==> src/rtl/io_timer.sv <==
// ---------------------------------------------------------------------------
// io_timer : memory-mapped 16-bit interval timer on the I/O bus window
//            addr[7:5]==2. Software programs a prescaler, a 16-bit compare
//            value and a mode, then polls STATUS or takes the level interrupt
//            raised on every compare match.
//
// Ports
//   clk        core clock
//   reset      asynchronous, active-high reset
//   io_addr    register index (addr[4:1])
//   io_write   one-cycle write strobe (already qualified for this window)
//   io_read    one-cycle read strobe (read side effects only)
//   io_wdata   write byte
//   io_rdata   read data, combinational from io_addr and register state
//   interrupt  level request = pend & ie, driven from flops only
//
// Register map (io_addr)
//   0 CTRL  {5'b0, ie, rl, en}     1 STATUS {7'b0, pend} (write 1 clears)
//   2 PRESCALE (PW bits)           3 CMP_LO  4 CMP_HI
//   5 CNT_LO                       6 CNT_HI  7..15 read 0, writes ignored
//
// Configuration macro: TIMER_LATCH_EN
//   defined   : a CNT_LO read latches cnt[15:8] into a shadow byte that
//               CNT_HI returns, so a LO-then-HI read pair is coherent.
//   undefined : no shadow; CNT_HI returns the live cnt[15:8].
// ---------------------------------------------------------------------------
module io_timer #(
  parameter int PW = 8
) (
  input  logic       clk,
  input  logic       reset,
  input  logic [3:0] io_addr,
  input  logic       io_write,
  input  logic       io_read,
  input  logic [7:0] io_wdata,
  output logic [7:0] io_rdata,
  output logic       interrupt
);

  localparam logic [3:0] REG_CTRL   = 4'd0;
  localparam logic [3:0] REG_STATUS = 4'd1;
  localparam logic [3:0] REG_PRESC  = 4'd2;
  localparam logic [3:0] REG_CMP_LO = 4'd3;
  localparam logic [3:0] REG_CMP_HI = 4'd4;
  localparam logic [3:0] REG_CNT_LO = 4'd5;
  localparam logic [3:0] REG_CNT_HI = 4'd6;

  logic [2:0]    ctrl_r;     // {ie, rl, en}
  logic          pend_r;
  logic [PW-1:0] presc_r;
  logic [PW-1:0] psc_r;
  logic [15:0]   cmp_r;
  logic [15:0]   cnt_r;

  logic          tick_s;
  logic          match_s;
  logic          wr_ctrl_s;
  logic          wr_status_s;
  logic          wr_presc_s;
  logic          wr_cmp_lo_s;
  logic          wr_cmp_hi_s;
  logic          wr_cnt_lo_s;
  logic          wr_cnt_hi_s;
  logic [7:0]    presc_rd_s;
  logic [7:0]    cnt_hi_rd_s;

  // Write decode, prescaler tick and compare match.
  always_comb begin
    wr_ctrl_s   = io_write && (io_addr == REG_CTRL);
    wr_status_s = io_write && (io_addr == REG_STATUS);
    wr_presc_s  = io_write && (io_addr == REG_PRESC);
    wr_cmp_lo_s = io_write && (io_addr == REG_CMP_LO);
    wr_cmp_hi_s = io_write && (io_addr == REG_CMP_HI);
    wr_cnt_lo_s = io_write && (io_addr == REG_CNT_LO);
    wr_cnt_hi_s = io_write && (io_addr == REG_CNT_HI);
    tick_s      = ctrl_r[0] && (psc_r == presc_r);
    // Match uses the pre-write counter even when a byte write lands this cycle.
    match_s     = tick_s && (cnt_r == cmp_r);
  end

  // CTRL register.
  always_ff @(posedge clk or posedge reset) begin
    if (reset) begin
      ctrl_r <= 3'b000;
    end else if (wr_ctrl_s) begin
      ctrl_r <= io_wdata[2:0];
    end
  end

  // Pending flag: a new match wins over a same-cycle software clear.
  always_ff @(posedge clk or posedge reset) begin
    if (reset) begin
      pend_r <= 1'b0;
    end else if (match_s) begin
      pend_r <= 1'b1;
    end else if (wr_status_s && io_wdata[0]) begin
      pend_r <= 1'b0;
    end
  end

  // PRESCALE register.
  always_ff @(posedge clk or posedge reset) begin
    if (reset) begin
      presc_r <= '0;
    end else if (wr_presc_s) begin
      presc_r <= io_wdata[PW-1:0];
    end
  end

  // Prescaler counter: held at 0 while disabled or when PRESCALE is rewritten.
  always_ff @(posedge clk or posedge reset) begin
    if (reset) begin
      psc_r <= '0;
    end else if (!ctrl_r[0] || wr_presc_s) begin
      psc_r <= '0;
    end else if (psc_r == presc_r) begin
      psc_r <= '0;
    end else begin
      psc_r <= psc_r + PW'(1);
    end
  end

  // Compare value; a new byte is used from the following cycle onward.
  always_ff @(posedge clk or posedge reset) begin
    if (reset) begin
      cmp_r <= 16'hFFFF;
    end else if (wr_cmp_lo_s) begin
      cmp_r[7:0] <= io_wdata;
    end else if (wr_cmp_hi_s) begin
      cmp_r[15:8] <= io_wdata;
    end
  end

  // Main counter: software byte writes take priority over increment/reload.
  always_ff @(posedge clk or posedge reset) begin
    if (reset) begin
      cnt_r <= 16'h0000;
    end else if (wr_cnt_lo_s) begin
      cnt_r[7:0] <= io_wdata;
    end else if (wr_cnt_hi_s) begin
      cnt_r[15:8] <= io_wdata;
    end else if (tick_s) begin
      if (match_s && ctrl_r[1]) begin
        cnt_r <= 16'h0000;
      end else begin
        cnt_r <= cnt_r + 16'd1;
      end
    end
  end

`ifdef TIMER_LATCH_EN
  logic [7:0] shadow_r;

  // Shadow of the high byte, captured by a CNT_LO read.
  always_ff @(posedge clk or posedge reset) begin
    if (reset) begin
      shadow_r <= 8'h00;
    end else if (io_read && (io_addr == REG_CNT_LO)) begin
      shadow_r <= cnt_r[15:8];
    end
  end

  // CNT_HI read source: the latched byte.
  always_comb begin
    cnt_hi_rd_s = shadow_r;
  end
`else
  // Read strobe only matters for the shadow latch, absent in this build.
  logic unused_read;
  assign unused_read = io_read;

  // CNT_HI read source: the live high byte.
  always_comb begin
    cnt_hi_rd_s = cnt_r[15:8];
  end
`endif

  // Zero-extend PRESCALE to a full byte for readback.
  always_comb begin
    presc_rd_s           = 8'h00;
    presc_rd_s[PW-1:0]   = presc_r;
  end

  // Read data mux.
  always_comb begin
    case (io_addr)
      REG_CTRL:   io_rdata = {5'b00000, ctrl_r};
      REG_STATUS: io_rdata = {7'b0000000, pend_r};
      REG_PRESC:  io_rdata = presc_rd_s;
      REG_CMP_LO: io_rdata = cmp_r[7:0];
      REG_CMP_HI: io_rdata = cmp_r[15:8];
      REG_CNT_LO: io_rdata = cnt_r[7:0];
      REG_CNT_HI: io_rdata = cnt_hi_rd_s;
      default:    io_rdata = 8'h00;
    endcase
  end

  assign interrupt = pend_r & ctrl_r[2];

endmodule

==> config.mk <==
export PLATFORM = sky130hd
export DESIGN_NAME = io_timer
export DESIGN_NICKNAME = d
export VERILOG_FILES = /design/src/rtl/io_timer.sv
export SDC_FILE = /design/constraint.sdc
export NUM_CORES = 1
export LEC_CHECK = 0
export ABC_CLOCK_PERIOD_IN_PS = 5750
export CAP_MARGIN = 20
export CORE_UTILIZATION = 35
export DETAILED_ROUTE_END_ITERATION = 6
export PLACE_DENSITY = 0.64
export SYNTH_ARGS = -nofsm -noshare
export SYNTH_HDL_FRONTEND = slang
export SYNTH_SLANG_ARGS = --single-unit
export TNS_END_PERCENT = 50
==> constraint.sdc <==
create_clock -name clk -period 5.75 [get_ports clk]
set_clock_uncertainty 0.1 [all_clocks]
set_input_delay 0.8625 -clock clk [delete_from_list [all_inputs] [get_ports clk]]
set_output_delay 0.8625 -clock clk [all_outputs]
set_load 0.01 [all_outputs]
==> results by group, run 1 <==
Run status
  – Outcome: complete, no violations

Critical path
  – CP required: approximately 4800 ps
  – Crit Reg-Reg Startpoint: cnt_r[9]$_DFFE_PP0P_
  – R2R setup slack: 3050 ps
  – Worst EP arrival: 3230 ps
  – Crit path from: io_addr[0]
  – End of the worst register-to-register path: cnt_r[6]$_DFFE_PP0P_
  – R2R cell count: 6
  – Crit end category: output port
  – Crit Path Class: in -> out
  – Largest fanout on the critical path: 9
  – Startpoint types: primary input

Logic synthesis
  – Dominant synthesized flop cell: dfrtp_1
  – Cell area after synthesis: 0.00312 mm²
  – Cells after Synth: 320
  – Most common cell in the netlist: dfrtp_1
  – Register area share after synthesis: between 40% and 50%
  – Syn Nets: 338
  – Number of synthesized flops with an enable pin: 0
  – Seq cells post-synth: 52
  – Count of unique library cells instantiated by Yosys: 46
  – Fraction of registers with async set/reset: 100%
  – Leading area contributor after synthesis: dfrtp_1
  – Post-synth top area share: approximately 29%
  – Post-synth top cells: dfrtp_1, mux2_2, a22oi_1, nand2_1, nor2_1
  – Largest cells by area after synthesis: dfrtp_1, dfstp_2, mux2_2
  – Syn_area_per_cell: between 9 and 10 µm²
  – Synth warn: 0

GRT
  – First-pass GRT wire length: 13.2 mm
  – Total grt overflow: 0
  – Total Routing Usage GR: a little under a fifth
  – Initial antenna violation count: 0
  – Largest net degree at the start of global routing: 53
  – Number of global-route vias before repair: 2510

Run
  – MaxCap Viol Count: 0

Finish
  – Layout area overhead: 12.4%
  – Multi-input logic area: 0.00168 mm²
  – Number of fill cells: just under 900
  – Post-Layout Cell Count: about 440
  – Final-stage net count: 353
  – Register Area: 0.00132 mm²
  – Ratio of cells with drive above 1 in the final layout: 17.9%
  – N_diodes: 0
  – Final Cell Area: 0.00351 mm²

Die
  – Die footprint: 0.00930 mm²
  – Core Rows: 34
  – Initial core utilization: a little over a third
  – Die width: 96.4 µm
  – # IOs: 25
  – Core area: 0.00868 mm²
  – Die Y: 96.4 µm

Route
  – Vias/cell: 5.80
  – Initial DRC Count: 213
  – Via count: around 2600
  – # DRC: 0
  – Wire per inst: 17.7 µm
  – Routed WL: between 7 and 8 mm
  – Detail Route Antenna Nets: 0
  – DRT Pass-1 Iters: 5

Timing
  – Slew at the pin closest to its max-slew limit: 879 ps
  – Worst Hold Slack: 462 ps
  – Fin crit period: 4200 ps
  – Max Clk Rate: about 240 MHz
  – RSZ-0062 raised after global routing: no
  – Total negative slack: 0 ps
  – Hold Fails Final Rpt: 0
  – Final cycle utilization of the critical path: 73.0%
  – Setup-failing EPs final: 0
  – Final Max Slew Viols: 0
  – Rel. slew slack: 41.3%

Clock network
  – Post-CTS resize count: 0
  – Cts hold-fix bufs: 0
  – Post-CTS setup buffers: 0
  – H-tree levels: 2
  – Num CTS Buffers: 5
  – CTS max path bufs: 2
  – CTS tree: yes
  – Clk_lat worst skew: about 310 ps
  – Clock-pin slew on the worst setup and hold paths: 90 ps
  – Clock sinks: between 50 and 60
  – Root Driver: clkbuf_8

Min path
  – Min-delay src: ctrl_r[2]$_DFFE_PP0P_
  – Hold Path Class: reg -> reg
  – Hold Path Depth: 1
  – Hold EP: ctrl_r[2]$_DFFE_PP0P_

Placed design
  – I/O Buffers: 23
  – Cell total after placement: 436
  – Placed Area: 0.00342 mm²
  – Hpwl dp: 5.67 mm
  – Routability cong.: 0.840

Power and ir drop
  – VDD IR-drop max: ~0.12 mV
  – Static leakage: about 1.3 nW
  – PD cells: 324 mW/mm²
worst max-delay path, stage by stage:
cell             delay, ps
clkdlybuf4s50_1        570
nor4b_2                850
a22oi_1                230
o211ai_1               150
clkdlybuf4s50_1        570
stage by stage:
stage                     total power [W]  utilization, %  setup WS (ps)
after floorplan                  0.000814               -           2830
after global placement           0.000923            39.4           1550
after detailed placement         0.000933            39.4           1590
after CTS                         0.00115            40.4           1590
after global routing              0.00122            40.4           1400
final                             0.00114            40.4           1550
report_power, final:
group	total (W)	internal (W)	switching [W]	leakage [nW]
sequential	0.000587	0.000465	0.000121	0.580
combinational	0.000344	0.000172	0.000173	0.685
clock	0.000207	0.0000854	0.000122	0.0412
total	0.00114	0.000722	0.000415	1.31
cell type report:
cell class | count | share of cell area (%)
timing repair buffer | 26 | 7.20
tap | 108 | 3.85
clock buffer | 6 | 2.07
sequential | 52 | 37.7
multi-input combinational | 242 | 48.0
clock inverter | 2 | 0.357
inverter | 8 | 0.856
layout by cell type (no fill, tap or decap), drive strengths merged, types with 2 or more instances in the layout:
cell	Yosys	routed
nand2	24	24
nand4	7	7
and2	5	5
o22ai	2	2
nor2	23	23
and3	8	8
nor4bb	2	2
mux2	27	27
a31oi	6	6
buf	9	3
a22oi	26	26
inv	8	8
dfstp	16	16
o211ai	4	4
a21oi	9	9
ha	2	2
nor3	5	5
nand3	20	20
dfrtp	36	36
clkbuf	9	6
clkdlybuf4s50	0	23
xor2	21	21
o311ai	7	7
nor4	5	5
or2	3	3
o21ai	12	12
xnor2	9	9
logic make-up (layout without fill, tap and decap cells):
kind of cell	count (synthesis)	count (layout)	share of synthesized area [%]
AOI/OAI and AO/OA	73	73	16.2
xor gates and xnor gates	30	30	8.42
adders and majority gates	2	2	0.802
buffers and inverters	26	42	3.69
DFF	52	52	42.3
muxes	28	28	10.1
and+or+nand+nor	109	109	18.5
flip-flops by register name (all words and copies together), names as in the netlist:
register,cells
cmp_r,16
cnt_r,16
presc_r,8
psc_r,8
ctrl_r,3
pend_r,1
routing by layer:
metal / share of wire, % / track usage, % / up-vias
li1: - / - / 1215
met1: 49 / 26.6 / 1272
met2: 45 / 29.3 / 78
met3: 4.8 / 3.05 / 12
met4: 1.6 / 5.76 / 0
met5: 0 / 0 / -
worst max path at each step:
stage	to	slack, ps	depth (start not counted)
3_5_place_dp	io_rdata[2]	1590	5
2_1_floorplan	io_rdata[1]	2830	5
5_1_grt	io_rdata[2]	1400	5
4_1_cts	io_rdata[2]	1590	5
6_report	io_rdata[2]	1550	5
3_3_place_gp	io_rdata[2]	1550	5
Power figures use the tool's default switching activity.
==> inputs of run 2 (changes only) <==
--- a/config.mk
+++ b/config.mk
@@ -5,11 +5,11 @@
 export SDC_FILE = /design/constraint.sdc
 export NUM_CORES = 1
 export LEC_CHECK = 0
-export ABC_CLOCK_PERIOD_IN_PS = 5750
+export ABC_CLOCK_PERIOD_IN_PS = 3600
 export CAP_MARGIN = 20
 export CORE_UTILIZATION = 35
 export DETAILED_ROUTE_END_ITERATION = 6
-export PLACE_DENSITY = 0.64
+export PLACE_DENSITY = 0.65
 export SYNTH_ARGS = -nofsm -noshare
 export SYNTH_HDL_FRONTEND = slang
 export SYNTH_SLANG_ARGS = --single-unit
==> constraint.sdc (replaced) <==
create_clock -name clk -period 3.6 [get_ports clk]
set_clock_uncertainty 0.1 [all_clocks]
set_input_delay 0.54 -clock clk [delete_from_list [all_inputs] [get_ports clk]]
set_output_delay 0.54 -clock clk [all_outputs]
set_load 0.01 [all_outputs]
==> run 2 against run 1 <==
Against the previous run:
- die area stayed put
- worst setup slack got worse by 1100 ps
- final cell count is 0.68% higher
- worst hold slack worse by 23 ps
==> results by group, run 2 (synthesized netlist as in run 1, its figures left out) <==
Clock network
  – Clock-pin slew on the worst setup and hold paths: 90 ps (about the same)
  – Clock sinks: 52 (unchanged)
  – Num CTS Buffers: 5 (unchanged)
  – CTS tree: yes
  – Root Driver: clkbuf_8
  – Post-CTS resize count: 0 (unchanged)
  – H-tree levels: 2 (unchanged)
  – CTS max path bufs: 2 (unchanged)
  – Post-CTS setup buffers: 0 (unchanged)
  – Clk_lat worst skew: 310 ps (about the same)
  – Cts hold-fix bufs: 0 (unchanged)

Die
  – Initial core utilization: 36.0% (unchanged)
  – Core Rows: 34 (unchanged)
  – Die Y: 96.4 µm (unchanged)
  – Die width: 96.4 µm (unchanged)
  – # IOs: 25 (unchanged)
  – Core area: 0.00868 mm² (unchanged)
  – Die footprint: 0.00930 mm² (unchanged)

Critical path
  – Largest fanout on the critical path: 9 (unchanged)
  – Cell repeated most along the worst path: clkdlybuf4s50_1
  – Crit Path Class: in -> out
  – Slowest-stage cell, CP: clkdlybuf4s50_1
  – Startpoint types: primary input
  – Worst EP arrival: 2530 ps (-700 ps)
  – R2R setup slack: 870 ps (-2180 ps)
  – Crit path depth: 7 (+2)
  – CP required: 2960 ps (-1830 ps)
  – CP delay by family, top: buffers and inverters
  – WP buf/inv: 3 (+1)
  – Highest cell delay on the worst timing path: 570 ps (-280 ps)
  – CP cell instances: clkdlybuf4s50_1 -> or2_2 -> nor3b_2 -> buf_4 -> a22oi_1 -> o211ai_1 -> clkdlybuf4s50_1
  – End of the worst register-to-register path: cnt_r[6]$_DFFE_PP0P_
  – R2R cell count: 6 (unchanged)
  – Crit end category: output port
  – Crit Reg-Reg Startpoint: cnt_r[11]$_DFFE_PP0P_

Timing
  – Final Max Slew Viols: 0 (unchanged)
  – Final cycle utilization of the critical path: 88.2%
  – Max Clk Rate: 315 MHz
  – RSZ-0062 raised after global routing: no
  – Fin crit period: 3170 ps
  – Worst setup margin: 426 ps (-1130 ps)
  – Rel. slew slack: 59.2% (+18 points)
  – Worst Hold Slack: 440 ps (-22.8 ps)
  – Setup-failing EPs final: 0 (unchanged)
  – Slew at the pin closest to its max-slew limit: 606 ps (-273 ps)
  – Hold Fails Final Rpt: 0 (unchanged)
  – Total negative slack: 0 ps (unchanged)

Placed design
  – Placed Area: 0.00344 mm² (+0.44%)
  – I/O Buffers: 23 (unchanged)
  – Hpwl dp: 5.69 mm (+0.39%)
  – Dpl ws: 433 ps (-1160 ps)
  – Routability cong.: 0.852 (+1.5%)

Route
  – Detail Route Antenna Nets: 0 (unchanged)
  – # DRC: 0 (unchanged)
  – Initial DRC Count: 177 (-17%)
  – Wire per inst: 17.9 µm (+0.99%)
  – Routed WL: 7.98 mm (+1.7%)
  – Via count: 2568 (-0.35%)
  – DRT Pass-1 Iters: 4 (-1)
  – Vias/cell: 5.74 (-1.0%)

GRT
  – Total grt overflow: 0 (unchanged)
  – Met2 Resource Use GR: 30.4% (+1.1 points)
  – First-pass GRT wire length: 12.9 mm (-2.3%)
  – GR Util met3: 2.66% (-0.39 points)
  – Busiest layer in global routing: met2
  – Largest net degree at the start of global routing: 53 (unchanged)
  – GR Util met1: 25.7% (-0.90 points)
  – Number of global-route vias before repair: 2473 (-1.5%)
  – Initial antenna violation count: 0 (unchanged)
  – Total Routing Usage GR: 18.4% (-0.34 points)

Finish
  – Layout area overhead: 14.7%
  – Register Area: 0.00132 mm² (unchanged)
  – Largest regs: cmp_r (16), cnt_r (16)
  – Final-stage net count: 356 (+0.85%)
  – Final Cell Area: 0.00358 mm² (+2.0%)
  – Ratio of cells with drive above 1 in the final layout: 18.9% (+1.0 points)
  – N_diodes: 0 (unchanged)
  – Commonest non-fill, non-tap cells in the layout: dfrtp_1, mux2_2, a22oi_1
  – Number of fill cells: 867 (-2.1%)
  – Multi-input logic area: 0.00168 mm² (unchanged)
  – Commonest non-fill, non-tap cell in the layout: dfrtp_1

Run status
  – Outcome: complete, no violations

Run
  – MaxCap Viol Count: 0 (unchanged)

Power and ir drop
  – Static leakage: 1.35 nW (+3.1%)
  – VDD IR-drop max: 0.253 mV (+110%)
  – PD cells: 538 mW/mm² (+66%)

Min path
  – Hold Path Class: reg -> reg
  – Hold EP: ctrl_r[2]$_DFFE_PP0P_
  – Hold Path Depth: 1 (unchanged)
  – Min-delay src: ctrl_r[2]$_DFFE_PP0P_
==> run 2: changes by cell type in the layout (fill, tap and decap cells not counted) <==
| cell | change |
|---|---|
| clkbuf_1 | -1 |
| clkinv_4 | +1 |
| buf_12 | +1 |
| clkbuf_8 | +1 |
| clkinvlp_4 | -1 |
| clkinv_2 | -1 |
| bufinv_16 | +1 |
| buf_4 | +2 |
==> run 2: layout make-up <==
class | instances | area share [%]
clock buffers | 6 | 2.31
clock inverters | 2 | 1.08
inverters | 8 | 0.839
multi-input cells | 242 | 47.0
flip-flops and latches | 52 | 36.9
well taps | 108 | 3.77
repair buffers | 29 | 8.04
==> run 2: how the worst max path moves through the flow <==
stage | slack, ps | end | from
2_1_floorplan | 1330 | io_rdata[1] | io_addr[2]
3_3_place_gp | 440 | io_rdata[2] | io_addr[3]
4_1_cts | 430 | io_rdata[2] | io_addr[3]
3_5_place_dp | 430 | io_rdata[2] | io_addr[3]
5_1_grt | 310 | io_rdata[2] | io_addr[0]
6_report | 430 | io_rdata[2] | io_addr[3]
==> run 2: routing by layer <==
| layer | vias up | part of all wire, % |
|---|---|---|
| li1 | 1215 | - |
| met1 | 1285 | 47 |
| met2 | 62 | 47 |
| met3 | 6 | 4.7 |
| met4 | 0 | 0.74 |
| met5 | - | 0 |
==> run 2: power breakdown <==
| part | switching [W] | internal, W | total, W |
|---|---|---|---|
| combinational | 0.000273 | 0.000277 | 0.000550 |
| clock | 0.000203 | 0.000228 | 0.000431 |
| sequential | 0.000201 | 0.000743 | 0.000944 |
==> run 2: stage by stage <==
step	cells	power, W	utilization, %
3_3_place_gp	438	0.00148	39.6
5_1_grt	447	0.00203	41.2
6_report	447	0.00192	41.2
3_5_place_dp	438	0.00149	39.6
2_1_floorplan	320	0.00130	-
4_1_cts	446	0.00192	41.0
==> inputs of run 3 (changes only) <==
--- a/config.mk
+++ b/config.mk
@@ -6,7 +6,9 @@
 export NUM_CORES = 1
 export LEC_CHECK = 0
 export ABC_CLOCK_PERIOD_IN_PS = 3600
-export CAP_MARGIN = 20
+export CAP_MARGIN = 30
+export CORE_ASPECT_RATIO = 0.7
+export CORE_MARGIN = 3
 export CORE_UTILIZATION = 35
 export DETAILED_ROUTE_END_ITERATION = 6
 export PLACE_DENSITY = 0.65
==> run 3 against run 2 <==
Against the previous run:
- sequential share of layout area decreased by 0.43 points
- clock power increased by 12%
- clock-buffer cell count did not move
==> results by group, run 3 (synthesized netlist as in run 1, its figures left out) <==
Power and ir drop
  – PD cells: 548 mW/mm² (+1.9%)
  – VDD IR-drop max: 0.240 mV (-5.1%)
  – Static leakage: 1.36 nW (+1.1%)

Critical path
  – CP delay by family, top: buffers and inverters
  – Cell repeated most along the worst path: clkdlybuf4s50_1
  – Crit end category: output port
  – CP required: 2960 ps (about the same)
  – Largest fanout on the critical path: 9 (unchanged)
  – WP buf/inv: 3 (unchanged)
  – Startpoint types: primary input
  – Slowest-stage cell, CP: clkdlybuf4s50_1
  – Highest cell delay on the worst timing path: 580 ps (about the same)
  – Worst EP arrival: 2600 ps (+70 ps)
  – Crit Path Class: in -> out
  – CP cell instances: clkdlybuf4s50_1 -> or2_2 -> nor3b_2 -> buf_4 -> a22oi_1 -> o211ai_1 -> clkdlybuf4s50_1

GRT
  – Number of global-route vias before repair: 2445 (-1.1%)
  – Total Routing Usage GR: 16.6% (-1.8 points)
  – Initial antenna violation count: 0 (unchanged)
  – First-pass GRT wire length: 13.4 mm (+3.9%)
  – Total grt overflow: 0 (unchanged)
  – Largest net degree at the start of global routing: 32 (-40%)

Finish
  – Register Area: 0.00132 mm² (unchanged)
  – Layout area overhead: 16.1%
  – N_diodes: 0 (unchanged)
  – Largest regs: cmp_r (16), cnt_r (16)
  – Commonest non-fill, non-tap cell in the layout: dfrtp_1
  – Commonest non-fill, non-tap cells in the layout: dfrtp_1, mux2_2, a22oi_1
  – Final-stage net count: 356 (unchanged)
  – Ratio of cells with drive above 1 in the final layout: 18.9% (unchanged)
  – Multi-input logic area: 0.00168 mm² (unchanged)
  – Number of fill cells: 868 (+0.12%)

Route
  – DRT Pass-1 Iters: 5 (+1)
  – # DRC: 0 (unchanged)
  – Vias/cell: 5.68 (-1.1%)
  – Via count: 2609 (+1.6%)
  – Initial DRC Count: 245 (+38%)
  – Wire per inst: 17.9 µm (about the same)
  – Detail Route Antenna Nets: 0 (unchanged)
  – Routed WL: 8.20 mm (+2.7%)

Timing
  – Final cycle utilization of the critical path: 90.0% (+1.8 points)
  – Worst Hold Slack: 448 ps (+8.17 ps)
  – Final Max Slew Viols: 0 (unchanged)
  – Fin crit period: 3240 ps (+65.4 ps)
  – Slew at the pin closest to its max-slew limit: 582 ps (-23.3 ps)
  – Setup-failing EPs final: 0 (unchanged)
  – RSZ-0062 raised after global routing: no
  – Hold Fails Final Rpt: 0 (unchanged)
  – Max Clk Rate: 309 MHz (-2.0%)
  – Rel. slew slack: 60.9% (+1.7 points)
  – Total negative slack: 0 ps (unchanged)

Clock network
  – CTS tree: yes
  – Root Driver: clkbuf_16
  – CTS max path bufs: 2 (unchanged)
  – Clock-pin slew on the worst setup and hold paths: 70 ps (-20 ps)
  – Post-CTS resize count: 0 (unchanged)
  – Post-CTS setup buffers: 0 (unchanged)
  – Clk_lat worst skew: 290 ps (-20 ps)
  – Clock sinks: 52 (unchanged)
  – Num CTS Buffers: 5 (unchanged)
  – H-tree levels: 2 (unchanged)
  – Cts hold-fix bufs: 0 (unchanged)

Die
  – Die footprint: 0.0101 mm² (+8.7%)
  – Die width: 119 µm (+23%)
  – # IOs: 25 (unchanged)
  – Die Y: 85 µm (-12%)
  – Core Rows: 28 (-18%)
  – Initial core utilization: 36.5% (+0.55 points)
  – Core area: 0.00855 mm² (-1.5%)

Placed design
  – Routability cong.: 0.917 (+7.5%)
  – Hpwl dp: 6.13 mm (+7.7%)
  – I/O Buffers: 23 (unchanged)

Run
  – MaxCap Viol Count: 0 (unchanged)

Min path
  – Hold Path Class: reg -> reg

Run status
  – Outcome: complete, no violations
==> run 3: cell count changes in the layout (fill, tap and decap cells not counted) <==
cell,delta
clkinv_4,-1
bufinv_16,-1
clkbuf_16,+5
clkbuf_8,-5
clkinv_2,+2
==> run 3: worst register-to-register path: stages, from the launching register on <==
cell	delay [ps]
dfrtp_1	480
xor2_1	230
nor4_1	380
nand4_1	210
or4_1	750
a22oi_1	280
o311ai_0	160
==> run 3: report_power, final <==
part           internal (W)  switching (W)  total [W]
logic              0.000277       0.000292   0.000569
registers          0.000744       0.000189   0.000933
clock network      0.000274       0.000209   0.000483
total               0.00130       0.000690    0.00199
==> run 3: through the flow <==
| stage | total power [W] | setup slack [ps] | cell area (µm²) | instances | utilization [%] |
|---|---|---|---|---|---|
| final | 0.00199 | 361 | 3620 | 459 | 42.4 |
| after global routing | 0.00209 | 240 | 3620 | 459 | 42.4 |
| after CTS | 0.00198 | 367 | 3620 | 459 | 42.4 |
| after detailed placement | 0.00150 | 377 | 3470 | 451 | 40.6 |
| after global placement | 0.00148 | 404 | 3450 | 450 | 40.4 |
| after floorplan | 0.00130 | 1330 | 3120 | 320 | - |
==> run 3: per-layer routing <==
layer | part of all wire, % | GRT usage, % | wire length (µm)
met1 | 52 | 26.9 | 4240
met2 | 39 | 22.1 | 3180
met3 | 8.4 | 3.40 | 685
met4 | 1.2 | 4.00 | 98
met5 | 0 | 0 | 0
==> run 3: final timing paths <==
| kind | slack [ps] | startpoint | cells after the start | to |
|---|---|---|---|---|
| worst max-delay path | 360 | io_addr[3] | 7 | io_rdata[2] |
| worst min-delay path | 450 | ctrl_r[2]$_DFFE_PP0P_ | 1 | ctrl_r[2]$_DFFE_PP0P_ |
| min in group asynchronous | 500 | reset | 2 | cnt_r[3]$_DFFE_PP0P_ |
| max in group asynchronous | 2290 | reset | 3 | cmp_r[1]$_DFFE_PP1P_ |
| worst max register to register | 870 | cnt_r[6]$_DFFE_PP0P_ | 6 | cnt_r[6]$_DFFE_PP0P_ |
| worst min register to register | 450 | ctrl_r[2]$_DFFE_PP0P_ | 1 | ctrl_r[2]$_DFFE_PP0P_ |
==> run 3: area by class of cell <==
class | instances | area share, %
Clock buffer | 6 | 3.83
Clock inverter | 2 | 0.276
Inverter | 8 | 0.829
Multi-Input combinational cell | 242 | 46.5
Sequential cell | 52 | 36.5
Tap cell | 120 | 4.15
Timing Repair Buffer | 29 | 7.94
